### config.mk
export PLATFORM = sky130hd
export DESIGN_NAME = mux_n_skid_flat
export DESIGN_NICKNAME = d
export VERILOG_FILES = /design/src/rtl/tinyrisc_pkg.sv /design/src/rtl/mux_n_skid_if.sv /design/src/rtl/mux_n.sv /design/src/rtl/mux_n_skid.sv /design/src/flat_wrapper.sv
export SDC_FILE = /design/constraint.sdc
export NUM_CORES = 1
export LEC_CHECK = 0
export CORE_UTILIZATION = 35
export DETAILED_ROUTE_END_ITERATION = 10
export GPL_TIMING_DRIVEN = 0
export PLACE_DENSITY = 0.65
export SETUP_SLACK_MARGIN = 0.5
export SYNTH_ARGS = -nofsm -noshare
export SYNTH_HDL_FRONTEND = slang
export SYNTH_HIERARCHICAL = 1
export SYNTH_SLANG_ARGS = --single-unit
### constraint.sdc
create_clock -name clk -period 2.65 [get_ports clk]
set_input_delay 0.53 -clock clk [delete_from_list [all_inputs] [get_ports clk]]
set_output_delay 0.53 -clock clk [all_outputs]
set_load 0.01 [all_outputs]
### src/rtl/tinyrisc_pkg.sv
// Shared TinyRISC datapath types: skid-buffer occupancy state and select-width helper.
package tinyrisc_pkg;

  // Occupancy of the two-entry output buffer (main register + skid register).
  typedef enum logic [1:0] {
    EMPTY = 2'd0,
    ONE   = 2'd1,
    FULL  = 2'd2
  } skid_state_t;

  // Binary select width for an N-input selector; never narrower than one bit.
  function automatic int unsigned sel_width(input int unsigned n);
    return (n <= 32'd2) ? 32'd1 : $clog2(n);
  endfunction

endpackage

### src/rtl/mux_n_skid_if.sv
// Handshake/data bundle for the mux_n_skid stage.
interface mux_n_skid_if
  import tinyrisc_pkg::*;
#(
  parameter int unsigned W = 32,
  parameter int unsigned N = 4
);

  localparam int unsigned SELW = sel_width(N);

  logic [N*W-1:0]  in_data;
  logic [SELW-1:0] sel;
  logic [N-1:0]    sel_oh;
  logic            en;
  logic            in_valid;
  logic            in_ready;
  logic            flush;
  logic [W-1:0]    out_data;
  logic            out_valid;
  logic            out_ready;

  // Upstream/downstream environment side.
  modport master (
    output in_data, sel, sel_oh, en, in_valid, flush, out_ready,
    input  in_ready, out_data, out_valid
  );

  // Stage side.
  modport slave (
    input  in_data, sel, sel_oh, en, in_valid, flush, out_ready,
    output in_ready, out_data, out_valid
  );

endinterface

### src/rtl/mux_n.sv
// Combinational N-input selector with binary or one-hot select and enable gating.
module mux_n
  import tinyrisc_pkg::*;
#(
  parameter int unsigned W      = 32,
  parameter int unsigned N      = 4,
  parameter bit          ONEHOT = 1'b0,
  localparam int unsigned SELW  = sel_width(N)
) (
  input  logic [N*W-1:0]  in_data,
  input  logic [SELW-1:0] sel,
  input  logic [N-1:0]    sel_oh,
  input  logic            en,
  output logic [W-1:0]    m_c
);

  if (ONEHOT) begin : g_onehot
    logic found;
    logic unused_sel;
    assign unused_sel = ^sel;

    // Lowest set bit of sel_oh wins; no bit set (or en low) yields zero.
    always_comb begin
      m_c   = '0;
      found = 1'b0;
      if (en) begin
        for (int unsigned i = 0; i < N; i++) begin
          if (!found && sel_oh[i]) begin
            m_c   = in_data[i*W +: W];
            found = 1'b1;
          end
        end
      end
    end
  end else begin : g_binary
    logic unused_sel_oh;
    assign unused_sel_oh = ^sel_oh;

    // Indexed pick; codes at or above N match nothing and give zero.
    always_comb begin
      m_c = '0;
      if (en) begin
        for (int unsigned i = 0; i < N; i++) begin
          if (SELW'(i) == sel) begin
            m_c = in_data[i*W +: W];
          end
        end
      end
    end
  end

endmodule

### src/rtl/mux_n_skid.sv
// N:1 select stage feeding a two-entry skid buffer with valid/ready on both sides.
module mux_n_skid
  import tinyrisc_pkg::*;
#(
  parameter int unsigned W      = 32,
  parameter int unsigned N      = 4,
  parameter bit          ONEHOT = 1'b0
) (
  input logic         clk,
  input logic         rst,
  mux_n_skid_if.slave bus
);

  skid_state_t  state_q, state_d;
  logic [W-1:0] main_q, main_d;
  logic [W-1:0] skid_q, skid_d;
  logic         in_ready_q, in_ready_d;
  logic         out_valid_q, out_valid_d;

  logic [W-1:0] m_c;
  logic         in_fire_c;
  logic         out_fire_c;

  mux_n #(
    .W      (W),
    .N      (N),
    .ONEHOT (ONEHOT)
  ) u_mux (
    .in_data (bus.in_data),
    .sel     (bus.sel),
    .sel_oh  (bus.sel_oh),
    .en      (bus.en),
    .m_c     (m_c)
  );

  // Both handshakes qualify only on registered flags, so in_ready never sees out_ready.
  assign in_fire_c  = bus.in_valid && in_ready_q;
  assign out_fire_c = out_valid_q && bus.out_ready;

  // State and data registers; reset empties the buffer immediately.
  always_ff @(posedge clk or posedge rst) begin
    if (rst) begin
      state_q     <= EMPTY;
      main_q      <= '0;
      skid_q      <= '0;
      in_ready_q  <= 1'b1;
      out_valid_q <= 1'b0;
    end else begin
      state_q     <= state_d;
      main_q      <= main_d;
      skid_q      <= skid_d;
      in_ready_q  <= in_ready_d;
      out_valid_q <= out_valid_d;
    end
  end

  // Occupancy transitions; flush overrides any same-cycle accept.
  always_comb begin
    state_d = state_q;
    if (bus.flush) begin
      state_d = EMPTY;
    end else begin
      case (state_q)
        EMPTY: if (in_fire_c) state_d = ONE;
        ONE: begin
          if (in_fire_c && !out_fire_c) begin
            state_d = FULL;
          end else if (!in_fire_c && out_fire_c) begin
            state_d = EMPTY;
          end
        end
        FULL:    if (out_fire_c) state_d = ONE;
        default: state_d = EMPTY;
      endcase
    end
  end

  // Data movement and next handshake flags; registers hold unless loaded or shifted.
  always_comb begin
    main_d      = main_q;
    skid_d      = skid_q;
    if (bus.flush) begin
      main_d = '0;
      skid_d = '0;
    end else begin
      case (state_q)
        EMPTY: if (in_fire_c) main_d = m_c;
        ONE: begin
          if (in_fire_c && out_fire_c) begin
            main_d = m_c;
          end else if (in_fire_c) begin
            skid_d = m_c;
          end
        end
        FULL:    if (out_fire_c) main_d = skid_q;
        default: main_d = main_q;
      endcase
    end
    in_ready_d  = (state_d != FULL);
    out_valid_d = (state_d != EMPTY);
  end

  assign bus.in_ready  = in_ready_q;
  assign bus.out_valid = out_valid_q;
  assign bus.out_data  = main_q;

endmodule

### src/flat_wrapper.sv
// flat-port wrapper written by rule: the top's interface ports become plain ports
module mux_n_skid_flat import tinyrisc_pkg::*;
#(
  parameter int unsigned W      = 32,
  parameter int unsigned N      = 4,
  parameter bit          ONEHOT = 1'b0
)
  (clk, rst, bus_in_data, bus_sel, bus_sel_oh, bus_en, bus_in_valid, bus_flush, bus_out_ready, bus_in_ready, bus_out_data, bus_out_valid);
  mux_n_skid_if #(.W(W), .N(N)) bus_i ();
  input logic clk;
  input logic rst;
  input wire logic [$bits(bus_i.in_data)-1:0] bus_in_data;
  input wire logic [$bits(bus_i.sel)-1:0] bus_sel;
  input wire logic [$bits(bus_i.sel_oh)-1:0] bus_sel_oh;
  input wire logic [$bits(bus_i.en)-1:0] bus_en;
  input wire logic [$bits(bus_i.in_valid)-1:0] bus_in_valid;
  input wire logic [$bits(bus_i.flush)-1:0] bus_flush;
  input wire logic [$bits(bus_i.out_ready)-1:0] bus_out_ready;
  output wire logic [$bits(bus_i.in_ready)-1:0] bus_in_ready;
  output wire logic [$bits(bus_i.out_data)-1:0] bus_out_data;
  output wire logic [$bits(bus_i.out_valid)-1:0] bus_out_valid;
  assign bus_i.in_data = bus_in_data;
  assign bus_i.sel = bus_sel;
  assign bus_i.sel_oh = bus_sel_oh;
  assign bus_i.en = bus_en;
  assign bus_i.in_valid = bus_in_valid;
  assign bus_i.flush = bus_flush;
  assign bus_i.out_ready = bus_out_ready;
  assign bus_in_ready = bus_i.in_ready;
  assign bus_out_data = bus_i.out_data;
  assign bus_out_valid = bus_i.out_valid;
  mux_n_skid #(.W(W), .N(N), .ONEHOT(ONEHOT)) u_core (.clk(clk), .rst(rst), .bus(bus_i));
endmodule
### Yosys cells after proc, flatten, opt, wreduce, memory -nomap -nowiden

Index checks and enable logic that the tools add are counted.

* logic and storage cells: 49
* flip-flop bits (word level): 68

* reductions and logical operators: 15
* eq/ne operators: 10
* mux-type cells: 19

Operators by type and width (number)
* 32-bit 2-to-1 mux: 12
* 32-bit case mux with 3 select lines: 1
* 2-bit 2-to-1 mux: 5
* 3-bit by 2-bit != test with 1-bit output (second input constant): 3
* 2-bit case mux with 3 select lines: 1
* 2-bit nonzero test: 3
* 1-bit logical AND: 5
* 2-bit == test (first input constant): 2
* 2-bit zero test: 2
* 2-bit != test (second input constant): 2
* 4-bit AND reduction: 1
* 4-bit nonzero test: 1
* 3-bit AND reduction: 1
* 1-bit by 2-bit == test with 1-bit output (first input constant): 1
* 2-bit by 1-bit == test with 1-bit output (second input constant): 1
* 2-bit == test (second input constant): 1
* 1-bit zero test: 2

### Depth between registers and ports, before layout

Gate-level depths: netlist (run 1).

* depth in word-level cells: 10
* depth in mapped cells: 6

### Cells and area by module

The synthesis (run 1) kept the hierarchy.

Modules (own cells, without submodules)
* mux_n_skid: cells an instance 326, area each 3762.4 sq um, times used 1
* mux_n: cells an instance 111, area each 1022.2 sq um, times used 1

### Worst setup path after synthesis (run 1)

OpenSTA, ideal clock, no wires.

* kind: input to register
* from: input port bus_in_valid
* to: register u_core.main_q[19] (netlist: u_core/bus.out_data[19])
* buffers on the path: 2
* slack: 1.015 ns
* stages: 5
* data required time: 2.500 ns
* arrival time: 1.485 ns
* path through: and4_1 -> buf_6 -> buf_2 -> a2111oi_2 -> a211oi_2

* cells in the longest elaborated chain, start to end: 4

Ends and longest elaborated chain
* start: declaration: line flat_wrapper.sv:16 `input wire logic [$bits(bus_i.in_valid)-1:0] bus_in_valid;`
* 1-bit logical AND (*): line mux_n_skid.sv:37 `assign in_fire_c = bus.in_valid && in_ready_q;`
* 1-bit logical AND: line mux_n_skid.sv:89 `if (in_fire_c && out_fire_c) begin`
* 3-bit by 2-bit != test with 1-bit output (no source line)
* 4-bit AND reduction (no source line) (*)
* end signal: assignment: line mux_n_skid.sv:50 `main_q <= main_d;`
* end: declaration: line mux_n_skid.sv:15 `logic [W-1:0] main_q, main_d;`

Mark *: on every way between the ends. The rest lies on a longest branch, timed or not.
A chain may end at the register's enable or synchronous reset.

### Final worst setup path (run 1)

* from: input port bus_en
* to: register u_core.main_q[9] (netlist: u_core/bus.out_data[9])

* cells in the longest elaborated chain, start to end: 4

Ends and longest elaborated chain
* start: declaration: line flat_wrapper.sv:15 `input wire logic [$bits(bus_i.en)-1:0] bus_en;`
* 32-bit 2-to-1 mux (*): line mux_n.sv:42 `if (en) begin`
* named net u_core.m_c[9]: line mux_n_skid.sv:20 `logic [W-1:0] m_c;`
* 32-bit 2-to-1 mux (on tied branches): line mux_n_skid.sv:89, mux_n_skid.sv:87
* 32-bit case mux with 3 select lines (*): line mux_n_skid.sv:86 `case (state_q)`
* 32-bit 2-to-1 mux (*): line mux_n_skid.sv:82 `if (bus.flush) begin`

Mark *: on every way through the listed nets, which the timed path passes. The rest lies on a longest branch. The select of a mux whose other input is x is not followed.

==> results of run 1 <==
[layout make-up]
cell class / instances / area (um2)
plain buffers: 56 / 399
multi-input cells: 311 / 2680
well taps: 176 / 220
clock inverters: 4 / 70.1
fillers: 1177 / 6260
flip-flops and latches: 68 / 1700
inverters: 2 / 11.3
repair buffers: 168 / 1690
clock buffers: 12 / 267
[cells in the final DEF (no fill, tap or decap), types with 2 or more instances in the layout]
cell,instances
a2111oi_0,2
a2111oi_2,30
a211oi_1,2
a211oi_2,30
a21oi_1,36
buf_12,4
buf_2,20
buf_4,4
buf_6,6
buf_8,3
bufinv_16,2
clkbuf_1,16
clkbuf_16,9
clkbuf_8,5
clkdlybuf4s50_1,167
clkinv_2,2
dfrtp_1,67
mux2i_1,96
nand2_1,4
nand3_1,32
o21ai_0,33
o22ai_1,32
[worst min-delay path: cells and delay by family, from the launching register on]
family / cells / cell delay, ns
DFF: 1 / 0.37
AOI/OAI and AO/OA: 2 / 0.13
[per-layer routing]
| layer | vias to the layer above | part of all wire (%) | global-route usage, % |
|---|---|---|---|
| met5 | - | 0 | 0 |
| met4 | 0 | 0.82 | 5.78 |
| met3 | 10 | 6.7 | 4.26 |
| met2 | 176 | 47 | 35.8 |
| met1 | 2131 | 46 | 29.3 |
| li1 | 2079 | - | - |
[kinds of logic after synthesis]
kind of cell / after synthesis
DFF: 68
and+or+nand+nor: 44
AOI/OAI and AO/OA: 171
buffers and inverters: 58
muxes: 96
[power breakdown]
part           total, mW  leakage (nW)  switching (mW)  internal (mW)
clock network       1.33         0.169           0.435          0.897
logic               1.19          1.88           0.562          0.631
registers           1.20         0.919          0.0743           1.13
total               3.73          2.97            1.07           2.65
[what timing repair did]
action,in CTS,in global routing
setup endpoints to repair,0,3
endpoints found under the hold margin,0,0
gates resized for setup,0,2
[how the worst max path moves through the flow]
| stage | startpoint | end | slack [ns] | cells after the start |
|---|---|---|---|---|
| after floorplan | bus_in_valid | u_core/bus.out_data[19] | 1.02 | 5 |
| after global placement | bus_en | u_core/bus.out_data[13] | 0.23 | 6 |
| after detailed placement | bus_en | u_core/bus.out_data[13] | 0.20 | 6 |
| after CTS | bus_en | u_core/bus.out_data[13] | 0.54 | 6 |
| after global routing | bus_in_valid | u_core/bus.out_data[18] | 0.52 | 6 |
| final | bus_en | u_core/bus.out_data[9] | 0.63 | 6 |
[registers in the layout, summed over array words and instances (netlist names)]
name,cells
u_core/bus.out_data,32
u_core/skid_q,32
u_core/bus.in_ready,1
u_core/state_q,2
u_core/bus.out_valid,1
[through the flow]
step                hold WS [ns]  setup slack, ns
floorplan                  0.514             1.02
global placement           0.526            0.234
detailed placement         0.534            0.201
CTS                        0.541            0.542
global route               0.562            0.521
finish                     0.541            0.634
==> flow_metrics.env, run 1 <==
export IMPL_crit_type="in2reg"
export IMPL_drc=0
export IMPL_drtIter0Drc=185
export IMPL_stdcell_area_um2=7040
export IMPL_crit_buf_inv=2
export IMPL_worstHoldStart="u_core/skid_q[10]"
export IMPL_synth_xor_area_share_pct=0
export IMPL_vias=4396
export IMPL_synth_edff_count=0
export IMPL_cts_setup_buffers=0
export IMPL_critPathTopFamily="buffers and inverters"
export IMPL_wl_um=15300
export IMPL_gp_congestion=0.790
export IMPL_status="completed"
export IMPL_total_power_mw=3.73
export IMPL_avgSynthCellArea_um2=10.9
export IMPL_initial_utilization_pct=36.0
export IMPL_synth_area_leader_cell="dfrtp_1"
export IMPL_drv_cap=0
export IMPL_r2r_slack_ns=0.90
export IMPL_postRouteAntennaNets=0
export IMPL_final_nets=756
export IMPL_rr_startpoint="u_core/state_q[1]"
export IMPL_firstDrtPassIters=5
export IMPL_synthTopCellsByCount="96 x mux2i_1, 67 x dfrtp_1, 36 x a21oi_1"
export IMPL_grt_pass1_vias=4520
export IMPL_cp_max_fo=10
export IMPL_max_slew_worst_pin_slew_ns=0.781
export IMPL_synthSimpleGateAreaFrac_pct=5.23
export IMPL_syn_cell_area_um2=4780
export IMPL_syn2layout_area_growth_pct=47.1
export IMPL_synthFlopType="dfrtp_1"
export IMPL_pin_count=174
export IMPL_synth_fp_nets=577
export IMPL_drt_vias_per_instance=5.52
export IMPL_layout_min_cycle_time_ns=2.02
export IMPL_end_kind="register"
export IMPL_synth_seq_cells=68
export IMPL_cts_made_buffers=9
export IMPL_placed_cell_area_um2=6700
export IMPL_hold_class="reg2reg"
export IMPL_htree_levels=3
export IMPL_synth_area_leaders="dfrtp_1 35%, mux2i_1 20%, a2111oi_2 9.4%"
export IMPL_slew_headroom_pct=47.9
export IMPL_finalSetupTns_ns=0
export IMPL_hold_buffers=0
export IMPL_synth_compound_area_share_pct=30.6
export IMPL_grt_max_degree=38
export IMPL_grt_ovfl_total=0
export IMPL_r2r_end="u_core/bus.out_data[21]"
export IMPL_setup_viol=0
export IMPL_dp_cells=781
export IMPL_stdcell_count=797
export IMPL_syn_inst=437
export IMPL_final_hold_violation_count=0
export IMPL_ys_warn_count=6
export IMPL_slowest_stage="clkdlybuf4s50_1"
export IMPL_path_clk_slew_ns=0.06
export IMPL_cts_buffer_depth=2
export IMPL_dp_hpwl_um=11200
export IMPL_cp_data_arrival_time_ns=2.27
export IMPL_p_per_area_nw_per_um2=529
export IMPL_die_width_um=119
export IMPL_rows=42
export IMPL_die_area_um2=14100
export IMPL_rsz0062_at_grt="no"
export IMPL_die_h_um=119
export IMPL_fin_crit_sh_pct=76.1
export IMPL_muxShareOfSynthArea_pct=20.1
export IMPL_track_usage_pct=21.8
export IMPL_rr_worst_depth=6
export IMPL_synth_top_family_by_area="compound AO/OA/AOI/OAI gates"
export IMPL_io_buffers=167
export IMPL_grt_pass1_wl_um=24200
export IMPL_core_um2=13300
export IMPL_antenna_found_initial=0
export IMPL_drv_slew=0
export IMPL_cts_tree="built"
export IMPL_synth_top_cell_area_share_pct=35.0
export IMPL_synthAdderAreaFrac_pct=0
export IMPL_synth_most_common_cell="mux2i_1"
export IMPL_p_leak_nw=2.97
export IMPL_root_buffer="clkbuf_16"
export IMPL_cts_num_sinks=68
export IMPL_slowest_delay_ns=0.51
export IMPL_seq_area_frac_synth_pct=35.6
export IMPL_hold_depth=2
export IMPL_antenna_cells=0
export IMPL_min_to="u_core/skid_q[10]"
export IMPL_clk_latency_ns=0.33
export IMPL_fmax_mhz=496
export IMPL_drive_above_1_share_pct=19.6
export IMPL_wl_per_cell_um=19.1
export IMPL_finClkSkew_ns=0.00654
export IMPL_ys_types=35
export IMPL_utilization_pct=52.9
export IMPL_async_flop_share_pct=100
export IMPL_cp_cell_sequence="clkdlybuf4s50_1 -> or2b_4 -> clkbuf_8 -> o22ai_1 -> mux2i_1 -> a211oi_2"
export IMPL_vdd_ir_drop_worst_mv=0.279
export IMPL_worst_endpoint_required_ns=2.90
export IMPL_cp_start_kind="primary input"
No activity file was read; power rests on OpenSTA's default activity.
==> run 2: changes to the inputs <==
- clock period: 2.65 -> 2 ns (I/O delays scaled with it)
==> run 2 against run 1 <==
  * Hold slack lost 0.0030 ns
  * Critical path type is now reg2reg
  * Critical endpoint is now u_core/bus.out_data[2]
  * Core utilization increased by 10 points
  * Global-route usage is 2.0 points higher
  * Total power is 47% higher
  * Clock skew up 0.0023 ns
==> flow_metrics.env, run 2 (synthesis results as in run 1) <==
export IMPL_status="completed"
export IMPL_hold_class="reg2reg"
export IMPL_root_buffer="clkbuf_16"
export IMPL_cts_tree="built"
export IMPL_fin_crit_sh_pct=83.7
export IMPL_htree_levels=3
export IMPL_cp_start_kind="register"
export IMPL_slew_headroom_pct=43.8
export IMPL_die_width_um=119
export IMPL_io_buffers=167
export IMPL_p_leak_nw=3.41
export IMPL_grt_max_degree=38
export IMPL_cts_buffer_depth=2
export IMPL_cp_data_arrival_time_ns=1.92
export IMPL_syn2layout_area_growth_pct=75.8
export IMPL_track_usage_pct=23.9
export IMPL_layout_common_cells="129 x clkdlybuf4s50_1, 83 x mux2i_1, 66 x dfrtp_1, 33 x dlygate4sd2_1, 30 x a211oi_2"
export IMPL_final_nets=783
export IMPL_multiInputGateArea_um2=3530
export IMPL_worst_endpoint_required_ns=2.25
export IMPL_rows=42
export IMPL_regArea_um2=1700
export IMPL_dp_slack_ns=-0.319
export IMPL_antenna_found_initial=0
export IMPL_final_hold_violation_count=0
export IMPL_drive_above_1_share_pct=37.5
export IMPL_stdcell_count=824
export IMPL_crit_type="reg2reg"
export IMPL_clk_latency_ns=0.34
export IMPL_die_area_um2=14100
export IMPL_postRouteAntennaNets=0
export IMPL_fillers=1022
export IMPL_grt_pass1_wl_um=26400
export IMPL_drc=0
export IMPL_drv_slew=0
export IMPL_path_clk_slew_ns=0.06
export IMPL_firstDrtPassIters=5
export IMPL_hold_ws_ns=0.538
export IMPL_die_h_um=119
export IMPL_end_kind="register"
export IMPL_wl_um=17000
export IMPL_total_power_mw=5.48
export IMPL_p_per_area_nw_per_um2=652
export IMPL_drv_cap=0
export IMPL_pin_count=174
export IMPL_grt_pass1_vias=4816
export IMPL_initial_utilization_pct=36.0
export IMPL_vias=4661
export IMPL_gp_congestion=0.790
export IMPL_dp_hpwl_um=11200
export IMPL_grt_ovfl_total=0
export IMPL_layout_min_cycle_time_ns=1.67
export IMPL_cp_max_fo=7
export IMPL_fmax_mhz=597
export IMPL_setup_ws_ns=0.326
export IMPL_vdd_ir_drop_worst_mv=0.443
export IMPL_cts_made_buffers=9
export IMPL_dp_cells=781
export IMPL_core_um2=13300
export IMPL_setup_viol=0
export IMPL_drt_vias_per_instance=5.66
export IMPL_final_common_cell="clkdlybuf4s50_1"
export IMPL_drtIter0Drc=196
export IMPL_rsz0062_at_grt="yes"
export IMPL_max_slew_worst_pin_slew_ns=0.843
export IMPL_antenna_cells=0
export IMPL_finClkSkew_ns=0.00883
export IMPL_wl_per_cell_um=20.7
export IMPL_cts_num_sinks=68
-- run 2: layout make-up --
cell class	instances	share of cell area, %
flip-flops and latches	68	20.3
clock inverters	4	0.833
multi-input cells	311	41.9
repair buffers	195	23.8
clock buffers	12	3.17
plain buffers	56	7.24
well taps	176	2.62
inverters	2	0.134
-- run 2: path summary, 6_finish.rpt --
path                                           to  depth (start not counted)  slack, ns               from
setup / recovery           u_core/bus.out_data[2]                          5       0.33  u_core/state_q[0]
hold / removal                  u_core/skid_q[29]                          2       0.54  u_core/skid_q[29]
setup reg to reg           u_core/bus.out_data[2]                          5       0.33  u_core/state_q[0]
hold reg to reg                 u_core/skid_q[29]                          2       0.54  u_core/skid_q[29]
max in group asynchronous  u_core/bus.out_data[4]                          3       0.84                rst
min in group asynchronous       u_core/skid_q[13]                          2       0.55                rst
-- run 2: repair_timing --
item	4_1_cts	5_1_grt
gates cloned	5	5
hold buffers	0	0
gates resized for setup	192	103
setup buffers	14	3
pin swaps	34	19
setup endpoints to repair	102	67
-- run 2: critical path, cell delays in order (launching register included) --
cell       delay (ns)
dfrtp_1          0.45
and4b_1          0.25
buf_6            0.13
a211o_4          0.36
clkbuf_16        0.19
a211oi_2         0.21
-- run 2: power by group --
group	internal, mW	switching (mW)
Clock	1.19	0.589
Sequential	1.49	0.108
Combinational	1.12	0.988
Total	3.80	1.69
-- run 2: metrics by stage --
stage          utilization [%]  instance area, um2  TNS (ns)
6_report                  63.3                8410         0
3_3_place_gp              50.2                6680    -10.02
4_1_cts                   60.3                8020         0
5_1_grt                   63.3                8410         0
2_1_floorplan                -                4790         0
3_5_place_dp              50.4                6700     -9.77
-- run 2: per-layer routing --
metal	vias up	global-route usage, %	share of wire (%)
met5	-	0	0
met4	0	6.65	1.0
met3	13	4.31	6.8
met2	199	39.8	49
met1	2311	31.6	43
li1	2138	-	-
